`src/rtl/id_token_stats.sv`:
```
// Splits a character stream into alphanumeric tokens and keeps statistics on those
// that the upstream identifier FSM flagged as valid when the token ended.
module id_token_stats #(
  parameter int CNT_W = 16,
  parameter int LEN_W = 8
) (
  input  logic             clk,
  input  logic             reset,
  input  logic             clr,
  input  logic [7:0]       char,
  input  logic             id_ok,
  output logic             id_done,
  output logic [CNT_W-1:0] id_count,
  output logic [LEN_W-1:0] last_len,
  output logic [LEN_W-1:0] max_len,
  output logic             in_token
);

  localparam logic GAP   = 1'b0;
  localparam logic TOKEN = 1'b1;

  localparam logic [CNT_W-1:0] CNT_MAX = '1;
  localparam logic [LEN_W-1:0] LEN_MAX = '1;

  logic             state_q, state_d;
  logic [LEN_W-1:0] run_len_q, run_len_d;
  logic             done_q, done_d;
  logic [CNT_W-1:0] count_q, count_d;
  logic [LEN_W-1:0] last_q, last_d;
  logic [LEN_W-1:0] max_q, max_d;
  logic             is_alnum;

  assign is_alnum = ((char >= 8'h30) && (char <= 8'h39)) ||
                    ((char >= 8'h41) && (char <= 8'h5A)) ||
                    ((char >= 8'h61) && (char <= 8'h7A));

  always_comb begin
    state_d   = state_q;
    run_len_d = run_len_q;
    done_d    = 1'b0;
    count_d   = count_q;
    last_d    = last_q;
    max_d     = max_q;
    if (clr) begin
      state_d   = GAP;
      run_len_d = '0;
      count_d   = '0;
      last_d    = '0;
      max_d     = '0;
    end else begin
      case (state_q)
        GAP: begin
          if (is_alnum) begin
            state_d   = TOKEN;
            run_len_d = {{(LEN_W-1){1'b0}}, 1'b1};
          end
        end
        default: begin
          if (is_alnum) begin
            run_len_d = (run_len_q == LEN_MAX) ? run_len_q : run_len_q + 1'b1;
          end else begin
            state_d   = GAP;
            run_len_d = '0;
            // id_ok only matters here, where a token is closed by a delimiter
            if (id_ok) begin
              done_d  = 1'b1;
              count_d = (count_q == CNT_MAX) ? count_q : count_q + 1'b1;
              last_d  = run_len_q;
              max_d   = (run_len_q > max_q) ? run_len_q : max_q;
            end
          end
        end
      endcase
    end
  end

  always_ff @(posedge clk or posedge reset) begin
    if (reset) begin
      state_q   <= GAP;
      run_len_q <= '0;
      done_q    <= 1'b0;
      count_q   <= '0;
      last_q    <= '0;
      max_q     <= '0;
    end else begin
      state_q   <= state_d;
      run_len_q <= run_len_d;
      done_q    <= done_d;
      count_q   <= count_d;
      last_q    <= last_d;
      max_q     <= max_d;
    end
  end

  assign id_done  = done_q;
  assign id_count = count_q;
  assign last_len = last_q;
  assign max_len  = max_q;
  assign in_token = (state_q == TOKEN);

endmodule

```
`config.mk`:
```
export PLATFORM = sky130hd
export DESIGN_NAME = id_token_stats
export DESIGN_NICKNAME = d
export VERILOG_FILES = /design/src/rtl/id_token_stats.sv
export SDC_FILE = /design/constraint.sdc
export NUM_CORES = 1
export LEC_CHECK = 0
export ABC_AREA = 0
export ABC_CLOCK_PERIOD_IN_PS = 4700
export BUFFER_PORTS_ARGS = -buffer_cell sky130_fd_sc_hd__clkbuf_2
export CORE_AREA = 2 2 88 90
export DETAILED_ROUTE_END_ITERATION = 10
export DIE_AREA = 0 0 90 92
export HOLD_SLACK_MARGIN = 0.08
export PLACE_DENSITY_LB_ADDON = 0.12
export SYNTH_ARGS = -nofsm -noshare
export SYNTH_HDL_FRONTEND = slang
export SYNTH_SLANG_ARGS = --single-unit
export TNS_END_PERCENT = 1
```
`constraint.sdc`:
```
create_clock -name clk -period 4.7 [get_ports clk]
set_clock_uncertainty 0.2 [all_clocks]
set_input_delay 0.705 -clock clk [delete_from_list [all_inputs] [get_ports clk]]
set_output_delay 0.705 -clock clk [all_outputs]
set_load 0.01 [all_outputs]
```
Yosys cells after proc, flatten, opt, wreduce, memory -nomap -nowiden

Cells that the tools add are included.

Mux-type cells: 25
Reduce and logical (&&, ||, !) cells: 13
Eq/ne operators: 5
Add/subtract/negate cells: 2
Order comparisons: 7

Operators with widths:

| cell                    | number |
|---|---|
| $mux W8                 | 14 |
| $mux W16                | 5 |
| $add A16 B1 Y16 const B | 1 |
| $eq A16 B16 Y1 const B  | 1 |
| $ge A8 B7 Y1 const B    | 2 |
| $le A8 B7 Y1 const B    | 2 |
| $add A8 B1 Y8 const B   | 1 |
| $eq A8 B8 Y1 const B    | 1 |
| $ge A8 B6 Y1 const B    | 1 |
| $gt A8 B8 Y1            | 1 |
| $le A8 B6 Y1 const B    | 1 |
| $reduce_and A4 Y1       | 2 |
| $mux W1                 | 6 |
| $reduce_bool A2 Y1      | 3 |
| $ne A2 B2 Y1 const B    | 2 |
| $ne A4 B4 Y1 const B    | 1 |
| $logic_and A1 B1 Y1     | 3 |
| $reduce_and A3 Y1       | 1 |
| $reduce_bool A3 Y1      | 1 |
| $logic_or A1 B1 Y1      | 2 |
| $reduce_and A2 Y1       | 1 |

Flip-flop bits (word level): 42
Word-level logic and storage cells: 58
Output and inout port bits: 34

Logic depth before layout (Yosys ltp)

Depth after elaboration: 7
Gate-level depth with buffers: 8
Mapped depth without buffers: 7

Worst setup path after synthesis

OpenSTA, ideal clock, no wires.

Path kind: input to register
Start: input char[1]
End: register run_len_q[6]
Setup time: 78 ps
Required time: 4422 ps
Slack: 2400 ps
Stages: 5
Data arrival time: 2022 ps
Cell sequence: and3_1 -> o31ai_4 -> nand2_2 -> or4_1 -> a21oi_1

Word-level cells in the longest chain between the ends: 7

Ends and longest elaborated chain:

| item                                          | line   | text |
|---|---|---|
| from (decl)                                   | 10     | `input logic [7:0] char,` |
| $ge A8 B6 Y1 (tied with other cells)          | 33     | `assign is_alnum = ((char >= 8'h30) && (char <= 8'h39)) \|\|` |
| $logic_and A1 B1 Y1, on equally long branches | 33, 34 |  |
| $logic_or A1 B1 Y1                            | 33     |  |
| $logic_or A1 B1 Y1 (*)                        | 34     | `((char >= 8'h41) && (char <= 8'h5A)) \|\|` |
| $mux W8                                       | 59     | `if (is_alnum) begin` |
| $mux W8                                       | 51     | `case (state_q)` |
| $mux W8                                       | 44     | `if (clr) begin` |
| to (signal assigned)                          | 87     | `run_len_q <= run_len_d;` |
| to (decl)                                     | 26     | `logic [LEN_W-1:0] run_len_q, run_len_d;` |

Every way passes the cells marked *; elsewhere a longest branch is shown, timed or not.
A chain may end at the register's enable or synchronous reset.

Worst setup path in the final report

Start: input char[4]
End: register count_q[8] (netlist: id_count[8])

Word-level cells in the longest chain between the ends: 6

Ends and longest elaborated chain:

| item                                          | line   | text |
|---|---|---|
| $ge A8 B6 Y1 (tied with other cells)          | 33     |  |
| $logic_and A1 B1 Y1, on equally long branches | 33, 34 |  |
| $logic_or A1 B1 Y1                            | 33     |  |
| $logic_or A1 B1 Y1 (*)                        | 34     |  |
| $ne A2 B2 Y1 (no source line) (*)             | --     |  |
| $reduce_and A4 Y1 (no source line) (*)        | --     |  |
| to (signal assigned)                          | 89     | `count_q <= count_d;` |
| to (decl)                                     | 28     | `logic [CNT_W-1:0] count_q, count_d;` |

Marks and branches as above.

==> impl_results.md <==
- Synth Warn #: 0
- Setup repair bufs after CTS: 0
- Count of mapped cells out of synthesis: 265
- Number of antenna violations at the first check in global routing: 0
- Final Hold Vio Count: 0
- Worst slack at placement: 2.09 ns
- Post-layout worst setup margin: 2.40 ns
- Arrival time at the worst endpoint: 2.29 ns
- Min Tclk post-route: 2.30 ns
- Effective utilization at floorplan: 33.7%
- Filler Cell Count: 806
- Standard cell core area: 7450 um2
- Number of diodes: 0
- Vias: 2080
- RSZ-0062 raised after global routing: false
- Count of instances resized after the clock tree is built: 0
- Leak pwr: 0.00131 uW
- Worst min path class: in -> async
- Worst endpoint required time: 4.69 ns
- Number of H-tree levels: 2
- Final instance count without filler cells: 409
- Fmax achieved: 434 MHz
- Maximum vdd drop: 0.114 mV
- Share of final-layout standard cells stronger than drive strength 1: 20.2%
- Clock tree root driver cell: clkbuf_8
- First-pass GRT wire length: 10.7 mm
- Actual transition at the worst max-transition pin: 1.01 ns
- Dominant synthesized flop cell: dfrtp_1
- Max transition margin: 32.4%
- Post-Syn Nets: 287
- CTS sink cnt: 42
- Category of the worst setup path launch point: primary input
- Synthesis-to-layout area growth: 15.6%
- Post-synthesis instance area: 2510 um2
- Die Span X: 90 um
- I/O pin count: 46
- Share of the yosys chip area belonging to registers: 41.9%
- Sum of net half-perimeters after detailed placement: 4.20 mm
- Clock latency of the later-clocked register in the worst-skew pair: 0.30 ns
- Number of flops mapped to enable cells by yosys: 0
- DRT iter0 DRCs: 137
- Aggregate global-route resource usage: 16.0%
- Routability congestion estimate from global placement: 0.775
- Num CTS Buffers: 5
- Status: completed
- Clock tree from TritonCTS: built
- Share of flip-flops with an asynchronous set or reset: 100%
- Remaining antenna violation count after routing: 0
- PwrDens: 227 nW/um2
- Length in cells of the worst reg-to-reg path: 5
- Via count of the first global-routing pass: 2039
- Maximum number of pins on one net before global-route repair: 54
- Reported max-cap violation count: 0
- Number of placed instances, taps included: 401
- DR pass1 iterations: 4
- Worst setup path category: in -> reg
- Worst Setup End Kind: register
- Final design utilization: 39.0%
- IO buf count: 45
- Mean instance size in the synthesized netlist: 9.48 um2
- Ratio of final minimum period to clock period: 49.0%
- Num rows: 32
- Per-cell routed wire length: 15.1 um
- Count of nets after finishing: 328
- Die area: 8280 um2
- Overall die height: 92 um
- Hold-fix buffers, CTS: 0
- Buffers from clock root to sink, at most: 2
- Total routed wirelength: 6.19 mm
- Count of different cell masters after synthesis: 49
- Clock transition at the register clock pins on the worst setup and hold paths after CTS: 0.08 ns
- # DRC: 0
- Total setup violations reported at the end of the flow: 0
- Critical-path maximum fanout: 25
- Global-route congestion overflow total: 0
- Slew Viols, Final: 0
- Register bit count reported by yosys: 42
- Via count normalized by instance count: 5.09
- Setup TNS: 0 ns
path summary, 6_finish.rpt:
check                             from      endpoint  slack [ns]
setup / recovery               char[4]   id_count[8]        2.40
setup reg to reg           id_count[7]   id_count[2]        2.46
hold reg to reg            last_len[7]   last_len[7]        0.33
hold / removal                   reset   id_count[9]        0.32
min in group clk           last_len[7]   last_len[7]        0.33
max in group asynchronous        reset  run_len_q[5]        3.60
synthesized netlist by cell type (3+ instances only):
library cell | instances | share of area, %
o21ai_0 | 9 | 1.8
a311oi_1 | 4 | 1.4
and3_1 | 7 | 1.7
a21oi_1 | 19 | 3.8
ha_1 | 10 | 5.0
a31oi_1 | 6 | 1.5
nand4_1 | 6 | 1.5
nor3_1 | 8 | 1.6
nand2b_1 | 16 | 4.0
nor2_1 | 20 | 3.0
buf_2 | 3 | 0.60
dfrtp_1 | 42 | 42
nor2b_1 | 8 | 2.0
clkbuf_1 | 8 | 1.2
mux2i_1 | 15 | 6.0
and4_1 | 4 | 1.4
o21ai_1 | 3 | 0.60
and2_1 | 10 | 2.5
nand3_1 | 10 | 2.0
inv_1 | 13 | 1.9
nand2_1 | 8 | 1.2
power by group:
group | switching [uW] | internal [uW]
registers | 3.37 | 363
clock network | 129 | 119
logic | 31.5 | 15.2
layout make-up:
| type | count | area, um2 | area share (%) |
|---|---|---|---|
| Timing Repair Buffer | 47 | 240 | 8.28 |
| Clock buffer | 7 | 86.3 | 2.97 |
| Clock inverter | 1 | 5.00 | 0.172 |
| Inverter | 13 | 48.8 | 1.68 |
| Tap cell | 102 | 128 | 4.40 |
| Multi-Input combinational cell | 197 | 1340 | 46.3 |
| Sequential cell | 42 | 1050 | 36.2 |
metrics by stage:
| stage | total power, uW | area, um2 | hold slack, ns |
|---|---|---|---|
| after floorplan | 403 | 2510 | 0.355 |
| after global placement | 421 | 2810 | 0.322 |
| after detailed placement | 421 | 2810 | 0.316 |
| after CTS | 674 | 2900 | 0.339 |
| after global routing | 688 | 2900 | 0.362 |
| final | 660 | 2900 | 0.318 |
registers in the layout, indices dropped and copies added (netlist names):
name / cells
last_len: 8
id_count: 16
max_len: 8
id_done: 1
in_token: 1
run_len_q: 8
kinds of logic after synthesis:
family	after synthesis	synth area share, %
adders and majority gates	10	4.98
muxes	16	6.43
AOI/OAI and AO/OA	58	15.6
DFF	42	41.9
xor gates and xnor gates	2	0.698
buffers and inverters	26	4.63
and+or+nand+nor	111	25.8
layout by cell type (no fill, tap or decap), types with 2 or more instances in the layout:
cell and n:
and4_1 4, a21o_1 2, o21ai_1 3, dfrtp_1 42
nand3_1 10, and3_1 7, nand4b_1 2, o211ai_1 2
a211oi_1 2, clkbuf_2 45, xnor2_1 2, o21ai_0 9
mux2i_1 15, clkbuf_8 6, buf_4 2, and2_1 10
nor2b_1 8, nand4_1 6, nor3_1 8, and3b_1 2
a311oi_1 4, nor2_1 20, inv_1 12, a21oi_1 19
nand2b_1 16, a31oi_1 6, ha_1 10, nand2_1 8
or3_1 2
routing by layer:
layer,share of wire (%),vias to the layer above,GRT usage (%)
li1,-,1044,-
met1,52,983,24.0
met2,43,48,23.6
met3,4.1,5,2.79
met4,1.1,0,4.62
met5,0,-,0
worst max-delay path, stage by stage:
cell      delay [ns]
clkbuf_2        0.10
a21oi_1         0.07
a211oi_2        0.54
a21boi_2        0.14
buf_4           0.27
and2_1          0.20
a311oi_1        0.25
Power figures use the tool's default switching activity.
